==> src/rtl/hex_digit_scanner.sv <==
`default_nettype none
// ============================================================================
// Module   : hex_digit_scanner (with companion decoder B2HConv)
// Purpose  : Time-multiplexed driver for a common-anode multi-digit
//            seven-segment display. One shared hex-to-segment decoder serves
//            all digits. The displayed value is double-buffered so that a new
//            value only takes effect at a frame boundary, which prevents
//            tearing.
// Ports    : clk       - system clock, rising edge
//            rst       - asynchronous active-high reset
//            value     - value to display, nibble k -> digit k (0 = rightmost)
//            load      - capture request, honoured only while ready=1
//            ready     - a new load can be accepted
//            blank     - forces all segments off (level, sampled each cycle)
//            segOut    - active-low segments {DP,g,f,e,d,c,b,a}
//            digitSel  - active-low one-hot anode enables
//            frameDone - one-cycle pulse after each frame wrap
// Options  : define HEX_SCAN_LEADING_ZERO_BLANK_EN to suppress leading zero
//            digits (digit 0 is always shown).
// Revision : 1.0 - initial release
// ============================================================================
module hex_digit_scanner #(
    parameter int NUM_DIGITS  = 4,
    parameter int CLK_DIV     = 50000,
    parameter int DEAD_CYCLES = 2
) (
    input  logic                    clk,
    input  logic                    rst,
    input  logic [4*NUM_DIGITS-1:0] value,
    input  logic                    load,
    output logic                    ready,
    input  logic                    blank,
    output logic [7:0]              segOut,
    output logic [NUM_DIGITS-1:0]   digitSel,
    output logic                    frameDone
);

    localparam int DIV_W = (CLK_DIV > 1) ? $clog2(CLK_DIV) : 1;
    localparam int IDX_W = (NUM_DIGITS > 1) ? $clog2(NUM_DIGITS) : 1;

    localparam logic [DIV_W-1:0] C_DIV_MAX = DIV_W'(CLK_DIV - 1);
    localparam logic [IDX_W-1:0] C_IDX_MAX = IDX_W'(NUM_DIGITS - 1);

    // Load handshake: IDLE accepts a load, PENDING holds it until frame wrap.
    typedef enum logic [0:0] {
        ST_IDLE    = 1'b0,
        ST_PENDING = 1'b1
    } hs_state_t;

    hs_state_t r_state;
    hs_state_t w_state_next;

    logic [DIV_W-1:0]        r_div_cnt;
    logic [IDX_W-1:0]        r_dig_idx;
    logic [4*NUM_DIGITS-1:0] r_hold;
    logic [4*NUM_DIGITS-1:0] r_shadow;
    logic                    r_frame_done;
    logic [7:0]              r_seg;
    logic [NUM_DIGITS-1:0]   r_digit_sel;

    logic                    w_tick;
    logic                    w_wrap;
    logic                    w_hold_we;
    logic                    w_shadow_we;
    logic [4*NUM_DIGITS-1:0] w_shadow_din;
    logic [3:0]              w_nibble;
    logic [7:0]              w_dec_seg;
    logic                    w_dead;
    logic                    w_suppress;

    assign w_tick = (r_div_cnt == C_DIV_MAX);
    assign w_wrap = w_tick && (r_dig_idx == C_IDX_MAX);

    // ------------------------------------------------------------------
    // Slot divider and digit index
    // ------------------------------------------------------------------
    always_ff @(posedge clk or posedge rst) begin
        if (rst) begin
            r_div_cnt <= '0;
            r_dig_idx <= '0;
        end else begin
            if (w_tick) begin
                r_div_cnt <= '0;
                r_dig_idx <= (r_dig_idx == C_IDX_MAX) ? '0 : r_dig_idx + 1'b1;
            end else begin
                r_div_cnt <= r_div_cnt + 1'b1;
            end
        end
    end

    // ------------------------------------------------------------------
    // Load handshake FSM
    // ------------------------------------------------------------------
    always_ff @(posedge clk or posedge rst) begin
        if (rst) begin
            r_state <= ST_IDLE;
        end else begin
            r_state <= w_state_next;
        end
    end

    always_comb begin
        w_state_next = r_state;
        w_hold_we    = 1'b0;
        w_shadow_we  = 1'b0;
        w_shadow_din = value;
        case (r_state)
            ST_IDLE: begin
                if (load) begin
                    // A load landing exactly on the wrap bypasses the hold
                    // register and becomes visible in the very next frame.
                    if (w_wrap) begin
                        w_shadow_we = 1'b1;
                    end else begin
                        w_hold_we    = 1'b1;
                        w_state_next = ST_PENDING;
                    end
                end
            end
            ST_PENDING: begin
                if (w_wrap) begin
                    w_shadow_we  = 1'b1;
                    w_shadow_din = r_hold;
                    w_state_next = ST_IDLE;
                end
            end
            default: begin
                w_state_next = ST_IDLE;
            end
        endcase
    end

    assign ready = (r_state == ST_IDLE);

    // ------------------------------------------------------------------
    // Hold / shadow registers and frame pulse
    // ------------------------------------------------------------------
    always_ff @(posedge clk or posedge rst) begin
        if (rst) begin
            r_hold       <= '0;
            r_shadow     <= '0;
            r_frame_done <= 1'b0;
        end else begin
            if (w_hold_we) begin
                r_hold <= value;
            end
            if (w_shadow_we) begin
                r_shadow <= w_shadow_din;
            end
            r_frame_done <= w_wrap;
        end
    end

`ifdef HEX_SCAN_LEADING_ZERO_BLANK_EN
    // Index of the most significant non-zero nibble; 0 when all nibbles are 0.
    function automatic logic [IDX_W-1:0] msd_of(input logic [4*NUM_DIGITS-1:0] v);
        logic [IDX_W-1:0] m;
        m = '0;
        for (int k = 0; k < NUM_DIGITS; k++) begin
            if (v[4*k +: 4] != 4'h0) begin
                m = IDX_W'(k);
            end
        end
        return m;
    endfunction

    logic [IDX_W-1:0] r_msd;

    // msd tracks the shadow register so suppression changes on frame bounds.
    always_ff @(posedge clk or posedge rst) begin
        if (rst) begin
            r_msd <= '0;
        end else if (w_shadow_we) begin
            r_msd <= msd_of(w_shadow_din);
        end
    end

    assign w_suppress = (r_dig_idx > r_msd);
`else
    assign w_suppress = 1'b0;
`endif

    // ------------------------------------------------------------------
    // Shared decoder and registered output stage
    // ------------------------------------------------------------------
    assign w_nibble = r_shadow[4*r_dig_idx +: 4];

    B2HConv u_dec (
        .nibble   (w_nibble),
        .segments (w_dec_seg)
    );

    generate
        if (DEAD_CYCLES == 0) begin : g_no_dead
            assign w_dead = 1'b0;
        end else begin : g_dead
            assign w_dead = (r_div_cnt < DIV_W'(DEAD_CYCLES));
        end
    endgenerate

    always_ff @(posedge clk or posedge rst) begin
        if (rst) begin
            r_seg       <= 8'hFF;
            r_digit_sel <= '1;
        end else begin
            r_seg       <= (blank || w_suppress) ? 8'hFF : w_dec_seg;
            r_digit_sel <= w_dead ? '1 : ~(NUM_DIGITS'(1) << r_dig_idx);
        end
    end

    assign segOut    = r_seg;
    assign digitSel  = r_digit_sel;
    assign frameDone = r_frame_done;

endmodule

// ============================================================================
// Module   : B2HConv
// Purpose  : 4-bit hex to active-low seven-segment pattern, DP held off.
// Ports    : nibble   - hex digit in
//            segments - {DP,g,f,e,d,c,b,a}, active low
// Revision : 1.0 - initial release
// ============================================================================
module B2HConv (
    input  logic [3:0] nibble,
    output logic [7:0] segments
);

    always_comb begin
        segments = 8'hFF;
        case (nibble)
            4'h0: segments = 8'hC0;
            4'h1: segments = 8'hF9;
            4'h2: segments = 8'hA4;
            4'h3: segments = 8'hB0;
            4'h4: segments = 8'h99;
            4'h5: segments = 8'h92;
            4'h6: segments = 8'h82;
            4'h7: segments = 8'hF8;
            4'h8: segments = 8'h80;
            4'h9: segments = 8'h90;
            4'hA: segments = 8'h88;
            4'hB: segments = 8'h83;
            4'hC: segments = 8'hC6;
            4'hD: segments = 8'hA1;
            4'hE: segments = 8'h86;
            4'hF: segments = 8'h8E;
            default: segments = 8'hFF;
        endcase
    end

endmodule
`default_nettype wire

==> config.mk <==
export PLATFORM = sky130hd
export DESIGN_NAME = hex_digit_scanner
export DESIGN_NICKNAME = d
export VERILOG_FILES = /design/src/rtl/hex_digit_scanner.sv
export SDC_FILE = /design/constraint.sdc
export NUM_CORES = 1
export LEC_CHECK = 0
export CORE_ASPECT_RATIO = 0.75
export CORE_MARGIN = 2
export CORE_UTILIZATION = 30
export CTS_BUF_LIST = sky130_fd_sc_hd__clkbuf_8
export DETAILED_ROUTE_END_ITERATION = 7
export GPL_TIMING_DRIVEN = 0
export HOLD_SLACK_MARGIN = 0.05
export PLACE_DENSITY = 0.53
export REMOVE_ABC_BUFFERS = 1
export SETUP_SLACK_MARGIN = 0.3
export SLEW_MARGIN = 20
export SYNTH_ARGS = -nofsm -noshare
export SYNTH_HDL_FRONTEND = slang
export SYNTH_SLANG_ARGS = --single-unit
==> constraint.sdc <==
create_clock -name clk -period 2.5 [get_ports clk]
set_input_delay 0.5 -clock clk [delete_from_list [all_inputs] [get_ports clk]]
set_output_delay 0.5 -clock clk [all_outputs]
set_load 0.1 [all_outputs]
==> metrics.yaml <==
run_status:
  run_status: "finished clean"
grt:
  grt.overflow.total: 0
  gr-usage-all-layers_pct: 13.7
  grt_pass1_vias: 2416
  grt_antenna_before_repair: 0
  grt_first_pass_wirelength_um: 12900
  grt_max_degree: 50
synthesis:
  synth_simple_gate_area_share_pct: 19.7
  ys_seq_elements: 63
  avgSynthCellArea_um2: 11.1
  synth_seq_area_share_pct: 47.2
  synthesis.instances: 302
  muxShareOfSynthArea_pct: 9.78
  synth.yosys.warnings: 0
  synthDistinctLibCells: 54
  largest_family_of_logic_cells_by_synthesized_area: "simple AND/OR/NAND/NOR gates"
  ys.flop_type: "dfrtp_1"
  synth_compound_gate_area_share_pct: 11.2
  post_synth_instance_area_mm2: 0.00337
  adder_and_majority_gate_portion_of_the_synthesized_area_pct: 4.09
  proportion_of_register_bits_with_asynchronous_set_or_reset_after_synthesis_pct: 100
  synth-xor-area-share_pct: 2.86
  synth-edff-count: 0
clocking:
  clock_sinks: 63
  post_cts_hold_buffer_count: 0
  clkTransAtPathRegs_ns: 0.07
  clock_latency_ns: 0.35
  cts_tree: "yes"
  clockRootBuffer: "clkbuf_8"
  ctsHtreeMaxLevel: 3
  cts-buffers-inserted: 9
  clk_path_buf_depth: 2
placement:
  pre_cts_ws_ns: -0.156
  globalplace.congestion: 0.744
  port_buffers: 32
  postPlaceCellArea_mm2: 0.00376
  dpl.hpwl_um: 4730
cells_and_area:
  antenna_cells: 0
  share_of_post_route_cells_with_drive_strength_above_1_pct: 23.8
  mostFrequentLayoutCell: "dfrtp_1"
  final_net_count: 358
  final_area_mm2: 0.00402
  mostFrequentLayoutCells: "dfrtp_1, nand3_1, nand4_1, clkdlybuf4s50_1, o21ai_0"
  area_growth_syn_to_layout_pct: 19.4
critical_path:
  timing_worst_setup_path_type: "reg2out"
  highest_net_fanout_along_the_worst_path: 19
  critical_path_launch_point_type: "flop"
  cp_cell_sequence: "inv_1, clkdlybuf4s15_2"
  critPathCaptureType: "output port"
  cp.required_ns: 2.00
  critical-path-top-delay-family: "buffers and inverters"
  max_stage_delay_ns: 0.57
  worst_ep_arrival_time_ns: 1.58
  crit_path_top_delay_cell: "dfrtp_2"
  number_of_buffer_and_inverter_stages_on_the_critical_path: 2
routing:
  postRouteAntennaNets: 0
  initialDrtViolationCount: 281
  post_drt_via_cell_ratio: 5.21
  first_pass_iters: 4
  drt_wl_total_um: 7620
  drt_drc_violations_left: 0
  wire_per_inst_um: 16.1
  via_count: 2459
sta:
  final.setup.worst_slack_ns: 0.416
  finish_stage_setup_viols: 0
  timing.final.crit_share_pct: 83.4
  fin_setup_tns_ns: 0
  relSlewSlack_pct: 32.2
  final_hold_violation_count: 0
  timing_max_transition_violations_final: 0
  achievable-frequency_mhz: 480
  grt_setup_unrepaired: "no"
  timing_worst_slew_pin_value_ns: 1.01
  fin_worst_skew_ns: 0.00689
  layout_min_cycle_time_ns: 2.08
  hold_ws_ns: 0.420
flow_run:
  max_cap_viol_count: 0
pwr:
  p_leak_uw: 0.00160
  powerDensity_mw_per_mm2: 530
  fin_total_pwr_uw: 2130
  ir_worst_vdd_uv: 224
floorplanning:
  die_area_mm2: 0.0121
  initial_core_util_pct: 30.8
  placeable_core_region_mm2: 0.0109
  die_x_um: 126
  rows: 33
  io_pins: 34
  die_h_um: 95.7
worst_hold_path:
  worst_hold_path_type: "in2async"
flip-flops by register name (all words and copies together) (netlist names):
register   flops
digitSel       4
frameDone      1
r_state        1
r_div_cnt     16
r_hold        16
r_dig_idx      2
segOut         7
r_shadow      16
cells in the mapped netlist (8+ instances only):
master / n / area (um^2)
a41oi_1: 16 / 140
and2_1: 17 / 106
buf_2: 10 / 50.1
dfrtp_1: 52 / 1300
dfstp_2: 11 / 289
ha_1: 11 / 138
inv_1: 8 / 30.0
mux2_4: 10 / 150
nand2_1: 14 / 52.6
nand3_1: 21 / 105
nand4_1: 19 / 119
nor2_1: 10 / 37.5
o21ai_0: 18 / 90.1
xnor2_1: 8 / 70.1
logic make-up (layout without fill, tap and decap cells):
| family | count (synthesis) | count (layout) |
|---|---|---|
| AND/OR/NAND/NOR | 110 | 110 |
| other | 1 | 1 |
| XOR/XNOR | 11 | 11 |
| adder cells (fa/ha/maj) | 11 | 11 |
| AO/OA/AOI/OAI | 54 | 54 |
| flip-flops | 63 | 63 |
| multiplexers | 22 | 22 |
| buffers and inverters | 30 | 60 |
where the power goes:
part           switching (uW)  leakage, uW  internal (uW)
Combinational            70.0     0.000759           61.3
Clock                     403     0.000114            535
Sequential               13.9     0.000722           1050
Total                     487      0.00160           1640
timing repair:
item | CTS | global route
pin swaps | 2 | 0
gates cloned | 0 | 0
endpoints found under the setup margin | 57 | 26
gates resized for setup | 39 | 5
buffers inserted | 3 | 0
through the flow:
stage          util, %  std cells
2_1_floorplan        -        280
3_3_place_gp      34.0        452
3_5_place_dp      34.3        453
4_1_cts           36.8        472
5_1_grt           36.7        472
6_report          36.7        472
layer usage:
layer	wire, um	vias to the layer above	track usage, %
met5	0	-	0
met4	71	0	4.40
met2	3430	65	20.7
li1	-	1170	-
met3	389	7	4.61
met1	3730	1217	18.8
path summary, 6_finish.rpt:
| kind | startpoint | end | slack (ns) | cells past startpoint |
|---|---|---|---|---|
| setup / recovery | r_state | ready | 0.42 | 2 |
| hold / removal | rst | r_shadow[7] | 0.42 | 2 |
| setup reg to reg | r_dig_idx[1] | r_hold[8] | 0.47 | 5 |
| hold reg to reg | r_hold[10] | r_hold[10] | 0.52 | 1 |
| max in group asynchronous | rst | digitSel[3] | 1.53 | 3 |
| min in group clk | r_hold[10] | r_hold[10] | 0.52 | 1 |
layout make-up:
| cell class | count | area (um^2) |
|---|---|---|
| repair buffers | 36 | 378 |
| clock buffers | 12 | 165 |
| multi-input cells | 209 | 1630 |
| inverters | 8 | 32.5 |
| flip-flops and latches | 63 | 1590 |
| fillers | 1058 | 6920 |
| well taps | 140 | 175 |
| clock inverters | 4 | 43.8 |
worst reg2reg max path, cell delays in order, from the launching register on:
cell,delay (ns)
dfrtp_1,0.54
ha_1,0.35
nand3_4,0.24
o21ai_4,0.26
buf_12,0.18
mux2_2,0.34
Power figures use the tool's default switching activity.
